## config.mk

```make
export PLATFORM = sky130hd
export DESIGN_NAME = mem_bus_arbiter
export DESIGN_NICKNAME = d
export VERILOG_FILES = /design/src/rtl/mem_bus_arbiter.sv
export SDC_FILE = /design/constraint.sdc
export NUM_CORES = 1
export LEC_CHECK = 0
export CAP_MARGIN = 15
export CORE_ASPECT_RATIO = 0.8
export CORE_MARGIN = 2
export CORE_UTILIZATION = 30
export CTS_CLUSTER_DIAMETER = 100
export DETAILED_ROUTE_END_ITERATION = 10
export PLACE_DENSITY_LB_ADDON = 0.1
export SLEW_MARGIN = 20
export SYNTH_ARGS = -nofsm -noshare
export SYNTH_HDL_FRONTEND = slang
export SYNTH_SLANG_ARGS = --single-unit
```

## constraint.sdc

```tcl
create_clock -name clk -period 1.6 [get_ports clk]
set_clock_uncertainty 0.1 [all_clocks]
set_input_delay 0.4 -clock clk [delete_from_list [all_inputs] [get_ports clk]]
set_output_delay 0.4 -clock clk [all_outputs]
set_load 0.01 [all_outputs]
```

## src/rtl/mem_bus_arbiter.sv

```systemverilog
// mem_bus_arbiter
//   Shares one Avalon-style memory bus between the CPU instruction-fetch port
//   (read-only) and the data port (read/write, byte-enabled).
//   IDLE picks a winner and latches its request. BUS drives mem_* from the
//   latched copy until the request is accepted or it times out. RESP returns
//   one beat of read data to the owner.
// Ports
//   clk, reset                   clock, synchronous active-high reset
//   i_*                          fetch port (read, address -> waitrequest, readdata, readdatavalid)
//   d_*                          data port (read, write, address, writedata, byteenable -> ...)
//   mem_*                        memory master (address, read, write, writedata, byteenable; waitrequest, readdata in)
//   owner                        0 = fetch, 1 = data (current or last grant)
//   protocol_error, bus_timeout  sticky error flags
module mem_bus_arbiter #(
  parameter int          DATA_PRIORITY = 0,
  parameter int          TIMEOUT       = 0,
  parameter logic [31:0] ABORT_DATA    = 32'hDEADBEEF
) (
  input  logic        clk,
  input  logic        reset,
  input  logic        i_read,
  input  logic [31:0] i_address,
  output logic        i_waitrequest,
  output logic [31:0] i_readdata,
  output logic        i_readdatavalid,
  input  logic        d_read,
  input  logic        d_write,
  input  logic [31:0] d_address,
  input  logic [31:0] d_writedata,
  input  logic [3:0]  d_byteenable,
  output logic        d_waitrequest,
  output logic [31:0] d_readdata,
  output logic        d_readdatavalid,
  output logic [31:0] mem_address,
  output logic        mem_read,
  output logic        mem_write,
  output logic [31:0] mem_writedata,
  output logic [3:0]  mem_byteenable,
  input  logic        mem_waitrequest,
  input  logic [31:0] mem_readdata,
  output logic        owner,
  output logic        protocol_error,
  output logic        bus_timeout
);

  typedef enum logic [1:0] {IDLE, BUS, RESP} state_e;

  state_e      state_q, state_d;
  logic [31:0] addr_q, addr_d, wdata_q, wdata_d;
  logic [3:0]  be_q, be_d;
  logic        rd_q, rd_d, wr_q, wr_d;     // bus strobes
  logic        op_wr_q, op_wr_d;           // latched op; survives a timeout abort
  logic        owner_q, owner_d;
  logic        prio_q, prio_d;             // 0: fetch wins next tie, 1: data wins
  logic        perr_q, perr_d, tout_q, tout_d, abort_q, abort_d;
  logic [15:0] cnt_q, cnt_d;

  logic d_req, grant_data, accept;
  logic [31:0] rdata_mux;

  assign d_req = d_read | d_write;

  always_comb begin
    state_d = state_q;
    addr_d  = addr_q;
    wdata_d = wdata_q;
    be_d    = be_q;
    rd_d    = rd_q;
    wr_d    = wr_q;
    op_wr_d = op_wr_q;
    owner_d = owner_q;
    prio_d  = prio_q;
    tout_d  = tout_q;
    abort_d = abort_q;
    cnt_d   = cnt_q;
    perr_d  = perr_q | (d_read & d_write);
    grant_data = 1'b0;

    case (state_q)
      IDLE: begin
        abort_d = 1'b0;
        cnt_d   = '0;
        if (i_read | d_req) begin
          if (i_read & d_req) grant_data = (DATA_PRIORITY != 0) ? 1'b1 : prio_q;
          else                grant_data = d_req;
          owner_d = grant_data;
          prio_d  = ~grant_data;
          if (grant_data) begin
            addr_d  = d_address;
            wdata_d = d_writedata;
            be_d    = d_byteenable;
            // read+write together resolves to a write
            op_wr_d = d_write;
          end else begin
            addr_d  = i_address;
            wdata_d = '0;
            be_d    = 4'hF;
            op_wr_d = 1'b0;
          end
          wr_d    = op_wr_d;
          rd_d    = ~op_wr_d;
          state_d = BUS;
        end
      end
      BUS: begin
        if (rd_q | wr_q) begin
          if (!mem_waitrequest) begin
            rd_d    = 1'b0;
            wr_d    = 1'b0;
            state_d = rd_q ? RESP : IDLE;
          end else begin
            cnt_d = cnt_q + 16'd1;
            if (TIMEOUT != 0 && cnt_d == 16'(TIMEOUT)) begin
              // drop strobes now; next cycle is the abort handshake
              rd_d    = 1'b0;
              wr_d    = 1'b0;
              tout_d  = 1'b1;
              abort_d = 1'b1;
            end
          end
        end else begin
          // abort cycle: strobes already low, owner sees waitrequest low
          state_d = op_wr_q ? IDLE : RESP;
        end
      end
      RESP:    state_d = IDLE;
      default: state_d = IDLE;
    endcase
  end

  always_ff @(posedge clk) begin
    if (reset) begin
      state_q <= IDLE;
      addr_q  <= '0;
      wdata_q <= '0;
      be_q    <= '0;
      rd_q    <= 1'b0;
      wr_q    <= 1'b0;
      op_wr_q <= 1'b0;
      owner_q <= 1'b0;
      prio_q  <= 1'b0;
      perr_q  <= 1'b0;
      tout_q  <= 1'b0;
      abort_q <= 1'b0;
      cnt_q   <= '0;
    end else begin
      state_q <= state_d;
      addr_q  <= addr_d;
      wdata_q <= wdata_d;
      be_q    <= be_d;
      rd_q    <= rd_d;
      wr_q    <= wr_d;
      op_wr_q <= op_wr_d;
      owner_q <= owner_d;
      prio_q  <= prio_d;
      perr_q  <= perr_d;
      tout_q  <= tout_d;
      abort_q <= abort_d;
      cnt_q   <= cnt_d;
    end
  end

  // Owner handshake: follows mem_waitrequest while strobing, forced low in
  // the abort cycle.
  assign accept = (state_q == BUS) & ((rd_q | wr_q) ? ~mem_waitrequest : 1'b1);
  assign i_waitrequest = ~(accept & ~owner_q);
  assign d_waitrequest = ~(accept &  owner_q);

  assign rdata_mux       = abort_q ? ABORT_DATA : mem_readdata;
  assign i_readdatavalid = (state_q == RESP) & ~owner_q;
  assign d_readdatavalid = (state_q == RESP) &  owner_q;
  assign i_readdata      = i_readdatavalid ? rdata_mux : '0;
  assign d_readdata      = d_readdatavalid ? rdata_mux : '0;

  assign mem_address    = addr_q;
  assign mem_writedata  = wdata_q;
  assign mem_byteenable = be_q;
  assign mem_read       = rd_q;
  assign mem_write      = wr_q;
  assign owner          = owner_q;
  assign protocol_error = perr_q;
  assign bus_timeout    = tout_q;

endmodule

```

==> flow_metrics.py <==
metrics = {
    "grt": {
        "grt_use_met2_pct": 44.0,
        "antenna_violations_before_repair": 2,
        "grt_overall_usage_pct": 26.0,
        "busiest_layer": "met2",
        "global_route_wire_length_before_repair_um": 24300,
        "globalRouteMet1Util_pct": 31.3,
        "met3_track_utilization_from_global_routing_pct": 7.39,
        "grt_start_max_net_pins": 33,
        "grt_pass1_vias": 4258,
        "global_route.overflow_total": 0,
    },
    "timing": {
        "finalMaxSlewViolations": 0,
        "setup_viol_count_final": 119,
        "timing_hold_violations_final": 0,
        "max_clock_freq_ghz": 0.497,
        "timing.final.crit_period_ns": 2.01,
        "share_of_the_clock_period_used_by_the_worst_path_after_layout_pct": 126,
        "setup_repair_after_global_routing_missed_its_margin": "true",
        "worst_slack_ns": -0.412,
    },
    "critical_path": {
        "largest_delay_contributor_family_on_the_critical_path": "simple AND/OR/NAND/NOR gates",
        "crit-reg2reg-capture": "mem_address[9]$_SDFFE_PP0P_",
        "worstSetupStartpointType": "flip-flop",
        "critPathRequiredTime_ns": 1.10,
        "worstReg2RegStart": "state_q[1]$_SDFFE_PP0P_",
        "timing.reg2reg.worst_path_depth": 6,
        "rrSetupSlack_ns": -0.21,
        "setup.worst_path.class": "flip-flop to primary output",
        "slowest_delay_ns": 0.36,
        "cp_max_fo": 7,
        "cp_cell_sequence": "and3b_2, buf_6, buf_16, and2_1, buf_2",
        "worst_setup_path_end_kind": "primary output",
        "worst_ep_arrival_time_ns": 1.51,
        "cp_slowest_cell": "sky130_fd_sc_hd__dfxtp_4",
        "cp.buffers_inverters": 3,
    },
    "power": {
        "internal_power_contribution_w": 0.00475,
        "sequential_share_of_power_pct": 33.3,
        "power.share.clock_pct": 34.1,
        "power-per-cell-area_nw_per_um2": 849,
        "power.leakage_nw": 3.54,
        "switching_share_of_total_power_pct": 28.4,
        "comb_power_share_pct": 32.6,
        "net-switching-power_w": 0.00188,
        "ir_worst_vdd_uv": 575,
        "total_power_after_layout_w": 0.00663,
    },
    "synthesis": {
        "netlist_top_cells_area": "sky130_fd_sc_hd__dfxtp_1 44%, sky130_fd_sc_hd__and2_1 12%, sky130_fd_sc_hd__a221o_1 9.3%, sky130_fd_sc_hd__nand4_1 6.0%, sky130_fd_sc_hd__and3_1 5.8%",
        "synth_ff_type": "sky130_fd_sc_hd__dfxtp_1",
        "post_synth_num_cell_types": 32,
        "postSynthNetCount": 527,
        "synth_edf_count": 0,
        "synth_top_family_by_area": "simple AND/OR/NAND/NOR gates",
        "synthTopCellsByCount": "76 x sky130_fd_sc_hd__dfxtp_1, 64 x sky130_fd_sc_hd__and2_1, 39 x sky130_fd_sc_hd__a21oi_1, 36 x sky130_fd_sc_hd__o21ai_0, 33 x sky130_fd_sc_hd__nand4_1",
        "yosysWarnings": 0,
        "synth_compound_area_share_pct": 23.0,
        "synth.top_cell.area_share_pct": 44.0,
        "post_synth_and_or_nand_nor_area_fraction_pct": 26.9,
        "syn_area_um2": 3460,
        "gate_count_after_technology_mapping": 389,
        "postSynthRegisterBits": 76,
        "synth_area_per_cell_um2": 8.90,
        "synthAdderAreaFrac_pct": 0,
        "most_common_cell_in_the_netlist": "sky130_fd_sc_hd__dfxtp_1",
        "ys_seq_area_share_pct": 44.0,
        "post_synth_mux_area_share_pct": 0,
        "synth_largest_area_cell": "sky130_fd_sc_hd__dfxtp_1",
        "postSynth.asyncResetShare_pct": 0,
        "synth_xor_area_share_pct": 0,
    },
    "clock_network": {
        "cts.htree.levels": 3,
        "cts.sinks": 76,
        "ctsRootBufferMaster": "sky130_fd_sc_hd__clkbuf_16",
        "hold_buffers": 0,
        "cts.clk_slew.worst_paths_ns": 0.06,
        "tritoncts_clock_tree": "yes",
        "clock_latency_ns": 0.33,
        "tritoncts.num_buffers": 9,
        "cts.path.max_buffers": 2,
    },
    "drt": {
        "detail_route.vias_per_cell": 5.17,
        "routed_wire_length_per_instance_um": 20.8,
        "drt_pass1_iterations": 4,
        "drt_wl_total_um": 17800,
        "drt_drc_violations_left": 0,
        "dr_total_vias": 4412,
        "antenna_violating_nets_post_route": 0,
        "detailedRoute.firstIterationViolations": 204,
    },
    "finish": {
        "layout_net_count": 837,
        "fraction_of_layout_instances_using_a_drive_strength_above_1_pct": 35.1,
        "syn_to_final_growth_pct": 126,
        "fin_area_um2": 7810,
        "finish.cell_count_without_fillers": 853,
    },
    "placement": {
        "place_ws_ns": -0.690,
        "dp.cells": 802,
        "gp_congestion": 0.801,
        "dp_hpwl_um": 10900,
        "port-buffer-count": 277,
        "place_area_um2": 6530,
    },
    "floorplan": {
        "die-width_um": 124,
        "floorplan.die_area_um2": 12400,
        "initial_core_util_pct": 30.4,
        "ios": 279,
        "dieHeight_um": 100,
        "core_area_um2": 11400,
        "rows": 35,
    },
    "flow_run": {
        "max_cap_viol_count": 0,
    },
    "worst_hold_path": {
        "worst_hold_startpoint": "i_read",
        "worst_hold_path_type": "input port to flip-flop",
        "holdPathEnd": "prio_q$_SDFFE_PP0P_",
        "worstHoldPathCells": 3,
    },
    "outcome": {
        "outcome": "finished, violations left",
        "violations_in_the_final_reports": "setup timing",
    },
}
-- power groups by stage --
stage	Sequential [W]	Combinational (W)	Clock [W]
3_5_place_dp	0.00224	0.00169	0
5_1_grt	0.00223	0.00227	0.00238
2_1_floorplan	0.00232	0.000549	0
4_1_cts	0.00220	0.00191	0.00230
3_3_place_gp	0.00223	0.00166	0
6_report	0.00220	0.00216	0.00226
-- worst min-delay path, delay by kind of cell --
kind            cells  cell delay [ns]
buf+inv             1             0.16
simple gates        1             0.11
compound gates      1             0.06
-- registers in the layout, summed over array words and instances, names as in the netlist --
| register | cells |
|---|---|
| protocol_error | 1 |
| op_wr_q | 1 |
| mem_writedata | 32 |
| mem_address | 32 |
| owner | 1 |
| mem_write | 1 |
| mem_read | 1 |
| mem_byteenable | 4 |
| state_q | 2 |
| prio_q | 1 |
-- placed cells by master (no fill, tap or decap), drive strengths merged, types with 2 or more instances in the layout --
cell           netlist  routed
and3                32      32
a21oi               39      39
bufinv               0       2
clkbuf              30      15
nor2                 5       5
dfxtp               76      76
o21a                 2       2
dlygate4sd2          0      72
and4                 1       3
nand4               33      33
clkdlybuf4s15        0       2
clkdlybuf4s50        0     133
buf                 13     128
o221a                4       4
or2                  2       2
a221o               32      32
o21ai               36      36
inv                  2       4
nand2b               3       3
and2                64      64
o221ai               2       2
nor3                 3       3
-- timing repair --
item                                    CTS  global route
pin swaps                                62            28
endpoints found under the setup margin  194           142
gates resized for setup                 485           107
setup buffers                            11             5
gates cloned                             16             5
-- final cells by class --
class                   instances  area [um^2]
clock buffers                  10          239
inverters                       2         7.51
well taps                     148          185
multi-input cells             270         2100
clock inverters                 6         93.8
repair buffers                340         3650
fillers                       898         3570
flip-flops and latches         76         1530
diodes                          1         2.50
-- kinds of logic after synthesis --
group | Yosys count
and+or+nand+nor | 150
AOI/OAI and AO/OA | 117
DFF | 76
buffers and inverters | 45
other | 1
-- routing by layer --
| metal | part of all wire [%] | vias up |
|---|---|---|
| li1 | - | 2088 |
| met2 | 49 | 203 |
| met5 | 0 | - |
| met4 | 2.5 | 0 |
| met3 | 9.0 | 30 |
| met1 | 39 | 2091 |
-- per-stage QoR --
step                util, %  setup TNS (ns)  hold WS (ns)
floorplan                 -           -1.13         0.362
global placement       57.4          -54.89         0.358
detailed placement     57.4          -57.86         0.367
CTS                    64.9          -28.38         0.368
global route           68.6          -35.40         0.368
finish                 68.6          -29.79         0.350
-- how the worst max path moves through the flow --
stage / start / endpoint / slack [ns] / depth (start not counted)
after floorplan: d_read / mem_address[10]$_SDFFE_PP0P_ / -0.04 / 6
after global routing: state_q[0]$_SDFFE_PP0P_ / d_readdata[24] / -0.47 / 5
final: state_q[0]$_SDFFE_PP0P_ / d_readdata[24] / -0.41 / 5
after global placement: mem_waitrequest / i_waitrequest / -0.67 / 4
after detailed placement: mem_waitrequest / i_waitrequest / -0.69 / 4
after CTS: state_q[0]$_SDFFE_PP0P_ / d_readdata[2] / -0.41 / 5
Power figures use the tool's default switching activity.
